`src/rtl/score_pkg.sv`:
```
// Shared types and constants for the score/lives register bank feeding the scoreboard.
package score_pkg;

  typedef logic [3:0] bcd_t;

  localparam logic [1:0] ST_OVER  = 2'd0;
  localparam logic [1:0] ST_PLAY  = 2'd1;
  localparam logic [1:0] ST_DRAIN = 2'd2;

  localparam logic [3:0] MAX_LIVES       = 4'd9;
  localparam bcd_t       MAX_SCORE_ONES  = 4'd9;
  localparam bcd_t       MAX_SCORE_TENS  = 4'd9;
  localparam bcd_t       EXTRA_LIFE_TENS = 4'd5;

endpackage

```
`src/rtl/score_keeper_bcd_pair_incr.sv`:
```
// Two-digit BCD incrementer; holds the value and flags saturation at 99.
module bcd_pair_incr
  import score_pkg::*;
(
  input  bcd_t ones,
  input  bcd_t tens,
  output bcd_t ones_inc,
  output bcd_t tens_inc,
  output logic saturated
);

  always_comb begin
    saturated = (ones == MAX_SCORE_ONES) && (tens == MAX_SCORE_TENS);
    ones_inc  = ones;
    tens_inc  = tens;
    if (!saturated) begin
      if (ones == 4'd9) begin
        ones_inc = 4'd0;
        tens_inc = tens + 4'd1;
      end else begin
        ones_inc = ones + 4'd1;
      end
    end
  end

endmodule

```
`src/rtl/score_keeper.sv`:
```
// Score/lives bank: buffers point and life-loss pulses, commits them at the vsync rising edge.
// Optional SCORE_EXTRA_LIFE_EN awards one extra life per game when the score crosses 49->50.
//
// state | meaning
// OVER  | attract mode, events ignored, game_over high
// PLAY  | collecting events, waiting for a frame edge
// DRAIN | committing pending points one per cycle, then pending losses
module score_keeper
  import score_pkg::*;
#(
  parameter int START_LIVES = 3,
  parameter int PEND_W      = 4
) (
  input  logic       clk,
  input  logic       reset,
  input  logic       vsync,
  input  logic       point,
  input  logic       lose_life,
  input  logic       new_game,
  output bcd_t       score0,
  output bcd_t       score1,
  output logic [3:0] lives,
  output logic       game_over
);

  localparam int              CW         = (PEND_W > 4) ? PEND_W : 4;
  localparam logic [PEND_W-1:0] PEND_MAX = '1;
  localparam logic [3:0]      START_L    = 4'(START_LIVES);

  logic [1:0]        state, state_nxt;
  logic              vsync_q, frame_edge;
  logic [PEND_W-1:0] pend_pts, pend_pts_nxt;
  logic [PEND_W-1:0] pend_loss, pend_loss_nxt;
  bcd_t              score0_nxt, score1_nxt;
  bcd_t              inc_ones, inc_tens;
  logic              inc_sat;
  logic [3:0]        lives_nxt;
  logic [CW-1:0]     loss_c, lives_c;
  logic              capture;
`ifdef SCORE_EXTRA_LIFE_EN
  logic              bonus_done, bonus_nxt;
`endif

  bcd_pair_incr u_incr (
    .ones      (score0),
    .tens      (score1),
    .ones_inc  (inc_ones),
    .tens_inc  (inc_tens),
    .saturated (inc_sat)
  );

  assign frame_edge = vsync & ~vsync_q;
  assign capture    = (state != ST_OVER);
  assign loss_c     = CW'(pend_loss);
  assign lives_c    = CW'(lives);

  always_comb begin
    state_nxt     = state;
    score0_nxt    = score0;
    score1_nxt    = score1;
    lives_nxt     = lives;
    pend_pts_nxt  = pend_pts;
    pend_loss_nxt = pend_loss;
`ifdef SCORE_EXTRA_LIFE_EN
    bonus_nxt     = bonus_done;
`endif

    if (capture && point && (pend_pts != PEND_MAX))
      pend_pts_nxt = pend_pts + 1'b1;
    if (capture && lose_life && (pend_loss != PEND_MAX))
      pend_loss_nxt = pend_loss + 1'b1;

    case (state)
      ST_PLAY: begin
        if (frame_edge)
          state_nxt = ST_DRAIN;
      end
      ST_DRAIN: begin
        if (pend_pts != '0) begin
          // a point arriving in the same cycle cancels the decrement
          pend_pts_nxt = point ? pend_pts : pend_pts - 1'b1;
          if (!inc_sat) begin
            score0_nxt = inc_ones;
            score1_nxt = inc_tens;
          end
`ifdef SCORE_EXTRA_LIFE_EN
          if (!inc_sat && !bonus_done && (score0 == 4'd9) &&
              (score1 == EXTRA_LIFE_TENS - 4'd1)) begin
            bonus_nxt = 1'b1;
            if (lives < MAX_LIVES)
              lives_nxt = lives + 4'd1;
          end
`endif
        end else begin
          lives_nxt     = (loss_c >= lives_c) ? 4'd0 : 4'(lives_c - loss_c);
          pend_loss_nxt = PEND_W'(lose_life);
          state_nxt     = (lives_nxt == 4'd0) ? ST_OVER : ST_PLAY;
        end
      end
      default: ;
    endcase

    if (new_game) begin
      state_nxt     = ST_PLAY;
      score0_nxt    = 4'd0;
      score1_nxt    = 4'd0;
      lives_nxt     = START_L;
      pend_pts_nxt  = '0;
      pend_loss_nxt = '0;
`ifdef SCORE_EXTRA_LIFE_EN
      bonus_nxt     = 1'b0;
`endif
    end
  end

  always_ff @(posedge clk) begin
    if (reset) begin
      state     <= ST_OVER;
      vsync_q   <= 1'b0;
      score0    <= 4'd0;
      score1    <= 4'd0;
      lives     <= 4'd0;
      game_over <= 1'b1;
      pend_pts  <= '0;
      pend_loss <= '0;
    end else begin
      state     <= state_nxt;
      vsync_q   <= vsync;
      score0    <= score0_nxt;
      score1    <= score1_nxt;
      lives     <= lives_nxt;
      game_over <= (state_nxt == ST_OVER);
      pend_pts  <= pend_pts_nxt;
      pend_loss <= pend_loss_nxt;
    end
  end

`ifdef SCORE_EXTRA_LIFE_EN
  always_ff @(posedge clk) begin
    if (reset) bonus_done <= 1'b0;
    else       bonus_done <= bonus_nxt;
  end
`endif

endmodule

```
`config.mk`:
```
export PLATFORM = sky130hd
export DESIGN_NAME = score_keeper
export DESIGN_NICKNAME = d
export VERILOG_FILES = /design/src/rtl/score_pkg.sv /design/src/rtl/score_keeper_bcd_pair_incr.sv /design/src/rtl/score_keeper.sv
export SDC_FILE = /design/constraint.sdc
export NUM_CORES = 1
export LEC_CHECK = 0
export BUFFER_PORTS_ARGS = -buffer_cell sky130_fd_sc_hd__buf_2
export CELL_PAD_IN_SITES_DETAIL_PLACEMENT = 0
export CELL_PAD_IN_SITES_GLOBAL_PLACEMENT = 1
export CORE_AREA = 2 2 61 63
export DETAILED_ROUTE_END_ITERATION = 12
export DIE_AREA = 0 0 63 65
export PLACE_DENSITY_LB_ADDON = 0.1
export SLEW_MARGIN = 5
export SYNTH_ARGS = -nofsm -noshare
export SYNTH_HDL_FRONTEND = slang
export SYNTH_SLANG_ARGS = --single-unit
```
`constraint.sdc`:
```
create_clock -name clk -period 4.25 [get_ports clk]
set_input_delay 0.6375 -clock clk [delete_from_list [all_inputs] [get_ports clk]]
set_output_delay 0.6375 -clock clk [all_outputs]
set_load 0.02 [all_outputs]
```
==> load_flow_metrics.sql <==
INSERT INTO impl_metrics (metric_group, metric, value, unit) VALUES
('outcome', 'outcome', 'complete, no violations', ''),
('route', 'detail_route.wl_per_cell', '12.93', 'um'),
('route', 'via_count', '1281', ''),
('hold_path', 'holdCritPathClass', 'reg2reg', ''),
('setup_path', 'critical_path.most_common_cell', 'sky130_fd_sc_hd__a21oi_1', ''),
('timing', 'hold_viol_final', '0', ''),
('timing', 'timing.final.max_slew_violations', '0', ''),
('setup_path', 'cp.required', '4.47', 'ns'),
('synthesis', 'syn-cell-area', '0.001508', 'mm^2'),
('finish', 'area.sequential', '480.5', 'um^2'),
('finish', 'num-nets-final', '216', ''),
('timing', 'max-slew-margin-rel', '62.90', '%'),
('die', 'die_area', '0.004095', 'mm^2'),
('power', 'ir_worst_vdd', '165.6', 'uV'),
('synthesis', 'post_synth_adder_cell_area', '11.29', '%'),
('route', 'drt_pass1_iterations', '4', ''),
('synthesis', 'synth_compound_gate_area_share', '15.44', '%'),
('finish', 'multi_input_area', '954.7', 'um^2'),
('clock_network', 'cts_setup_buffers', '0', ''),
('synthesis', 'largest_family_of_logic_cells_by_synthesized_area', 'simple AND/OR/NAND/NOR gates', ''),
('die', 'pin_count', '19', ''),
('finish', 'nFillCells', '369', ''),
('setup_path', 'crit_buf_inv', '1', ''),
('route', 'route.antenna.remaining_nets', '0', ''),
('die', 'die-width', '63', 'um'),
('power', 'report.power.total', '0.4501', 'mW'),
('global_route', 'grt_antenna_before_repair', '0', ''),
('synthesis', 'synthCells', '179', ''),
('route', 'drcViolationCount', '0', ''),
('die', 'core-area', '0.003496', 'mm^2'),
('clock_network', 'cts.reportedPaths.clkPinSlew', '0.14', 'ns'),
('route', 'via_per_inst', '5.250', ''),
('power', 'cell_pwr_density', '268.0', 'mW/mm^2'),
('finish', 'diodes', '0', ''),
('clock_network', 'cts-resized-gates', '0', ''),
('timing', 'finalSetupViolCount', '0', ''),
('synthesis', 'synth-seq-cells', '24', ''),
('synthesis', 'yosys.cell_types.count', '48', ''),
('finish', 'area_growth_syn_to_layout', '11.37', '%'),
('synthesis', 'syn_nets', '198', ''),
('placement', 'port-buffer-count', '18', ''),
('clock_network', 'cts-root-buf', 'sky130_fd_sc_hd__clkbuf_4', ''),
('global_route', 'grt_pass1_vias', '1196', ''),
('synthesis', 'yosys.area_share.simple', '29.96', '%'),
('setup_path', 'max_stage_delay', '0.45', 'ns'),
('timing', 'worst_pin_slew', '0.5544', 'ns'),
('global_route', 'globalRouteTotalUtil', '16.92', '%'),
('setup_path', 'critPathTopFamily', 'adder cells', ''),
('setup_path', 'worstSetupStartpointType', 'register', ''),
('job', 'timing.max_cap.violations', '0', ''),
('timing', 'fin_crit', '2.123', 'ns'),
('synthesis', 'synth.area.mux_share', '1.992', '%'),
('die', 'start_util', '43.13', '%'),
('setup_path', 'arrival_worst_endpoint', '2.35', 'ns'),
('timing', 'grt_setup_unrepaired', 'false', ''),
('synthesis', 'avgSynthCellArea', '8.423', 'um^2'),
('synthesis', 'fraction_of_synthesized_cell_area_in_xor_and_xnor_cells', '4.647', '%'),
('timing', 'max_freq', '471.1', 'MHz'),
('route', 'wl', '3156', 'um'),
('global_route', 'grt-ovfl-total', '0', ''),
('setup_path', 'path_class', 'reg2reg', ''),
('clock_network', 'clock_latency', '0.31', 'ns'),
('clock_network', 'cts_htree_levels', '1', ''),
('clock_network', 'clockBufferDepth', '2', ''),
('clock_network', 'cts-buffers-inserted', '3', ''),
('route', 'detail_route.iter0.violations', '58', ''),
('global_route', 'grt_max_degree', '15', ''),
('finish', 'layout.cell_area.non_filler', '0.001679', 'mm^2'),
('setup_path', 'crit_slowest_cell', 'sky130_fd_sc_hd__fa_1', ''),
('synthesis', 'seq_area_frac_synth', '31.87', '%'),
('synthesis', 'synth-warning-count', '0', '');
flip-flops by register name (all words and copies together) (netlist names):
| signal | cells |
|---|---|
| pend_pts | 4 |
| game_over | 1 |
| loss_c | 4 |
| lives | 4 |
| vsync_q | 1 |
| score1 | 4 |
| state | 2 |
| score0 | 4 |
Yosys cell counts, drive strengths merged:
cell type	number	area share [%]
ha	12	10
nor3b	3	1.5
nor3	3	1.0
nor4b	2	1.6
fa	1	1.3
xnor2	6	3.5
or2	2	0.83
a211oi	3	1.5
and3b	2	1.2
mux2i	3	2.0
or3	3	1.2
a21o	1	0.50
or4b	1	0.66
o2bb2ai	1	0.58
o21ai	8	2.7
and2	2	1.0
nand3	8	3.8
nor2b	4	1.7
dfxtp	24	32
and3	2	0.83
o311a	1	0.66
a221oi	1	0.58
and4b	1	0.66
buf	3	1.6
a31o	1	0.58
or3b	1	0.75
nand3b	1	0.50
a311oi	1	0.58
inv	11	2.7
clkbuf	2	0.50
o211ai	2	1.0
a21oi	15	5.0
nand2	14	3.5
nor4	3	2.2
nor2	20	5.0
a31oi	3	1.2
nand2b	4	1.7
o2111ai	1	0.58
nand4	1	0.42
xor2	2	1.2
per-stage QoR:
stage	hold WS [ns]	cells	util (%)	worst slack (ns)
after floorplan	0.4797	179	-	2.171
after global placement	0.4951	240	46.53	2.192
after detailed placement	0.5007	240	46.53	2.141
after CTS	0.5333	244	48.03	2.127
after global routing	0.5398	244	48.03	1.950
final	0.5321	244	48.03	2.127
area by class of cell:
type | instances | area share, %
multi-input cells | 139 | 56.86
clock buffers | 3 | 1.341
clock inverters | 1 | 1.788
inverters | 11 | 2.459
flip-flops and latches | 24 | 28.61
repair buffers | 18 | 5.365
well taps | 48 | 3.577
path summary, 6_finish.rpt:
kind | slack, ns | depth (start not counted) | end | startpoint
min reg2reg | 0.53 | 2 | lives[3]$_SDFFE_PP0P_ | lives[3]$_SDFFE_PP0P_
max | 2.13 | 8 | state[0]$_SDFF_PP0_ | loss_c[0]$_SDFF_PP0_
max reg2reg | 2.13 | 8 | state[0]$_SDFF_PP0_ | loss_c[0]$_SDFF_PP0_
min | 0.53 | 2 | lives[3]$_SDFFE_PP0P_ | lives[3]$_SDFFE_PP0P_
cell usage in the layout, fill, tap and decap left out, drive strengths merged, types with 4 or more instances in the layout:
master,instances
xnor2,6
nand3,8
inv,11
a21oi,15
o21ai,8
nand2,14
ha,12
nor2,20
buf,18
nor2b,4
dfxtp,24
nand2b,4
worst reg2reg max path, stage by stage (launching register included):
cell,delay [ns]
sky130_fd_sc_hd__dfxtp_1,0.41
sky130_fd_sc_hd__ha_1,0.18
sky130_fd_sc_hd__inv_1,0.05
sky130_fd_sc_hd__fa_1,0.45
sky130_fd_sc_hd__a21o_1,0.21
sky130_fd_sc_hd__a21oi_1,0.28
sky130_fd_sc_hd__a21oi_1,0.06
sky130_fd_sc_hd__nor3b_1,0.16
sky130_fd_sc_hd__or2_1,0.22
routing by layer:
layer	GRT usage, %	part of all wire [%]
met5	0	0
met4	5.000	0.70
met3	2.257	2.2
met2	29.39	49
met1	21.85	48
power by group:
group	switching [mW]	internal [mW]
logic	0.0290	0.0199
registers	0.00379	0.230
clock network	0.0725	0.0953
total	0.105	0.345
logic make-up after synthesis:
group | count (synthesis)
adder cells (fa/ha/maj) | 13
multiplexers | 3
buffers and inverters | 16
XOR/XNOR | 8
AO/OA/AOI/OAI | 38
flip-flops | 24
AND/OR/NAND/NOR | 77
Note: power is estimated with default switching activity, not from simulation.
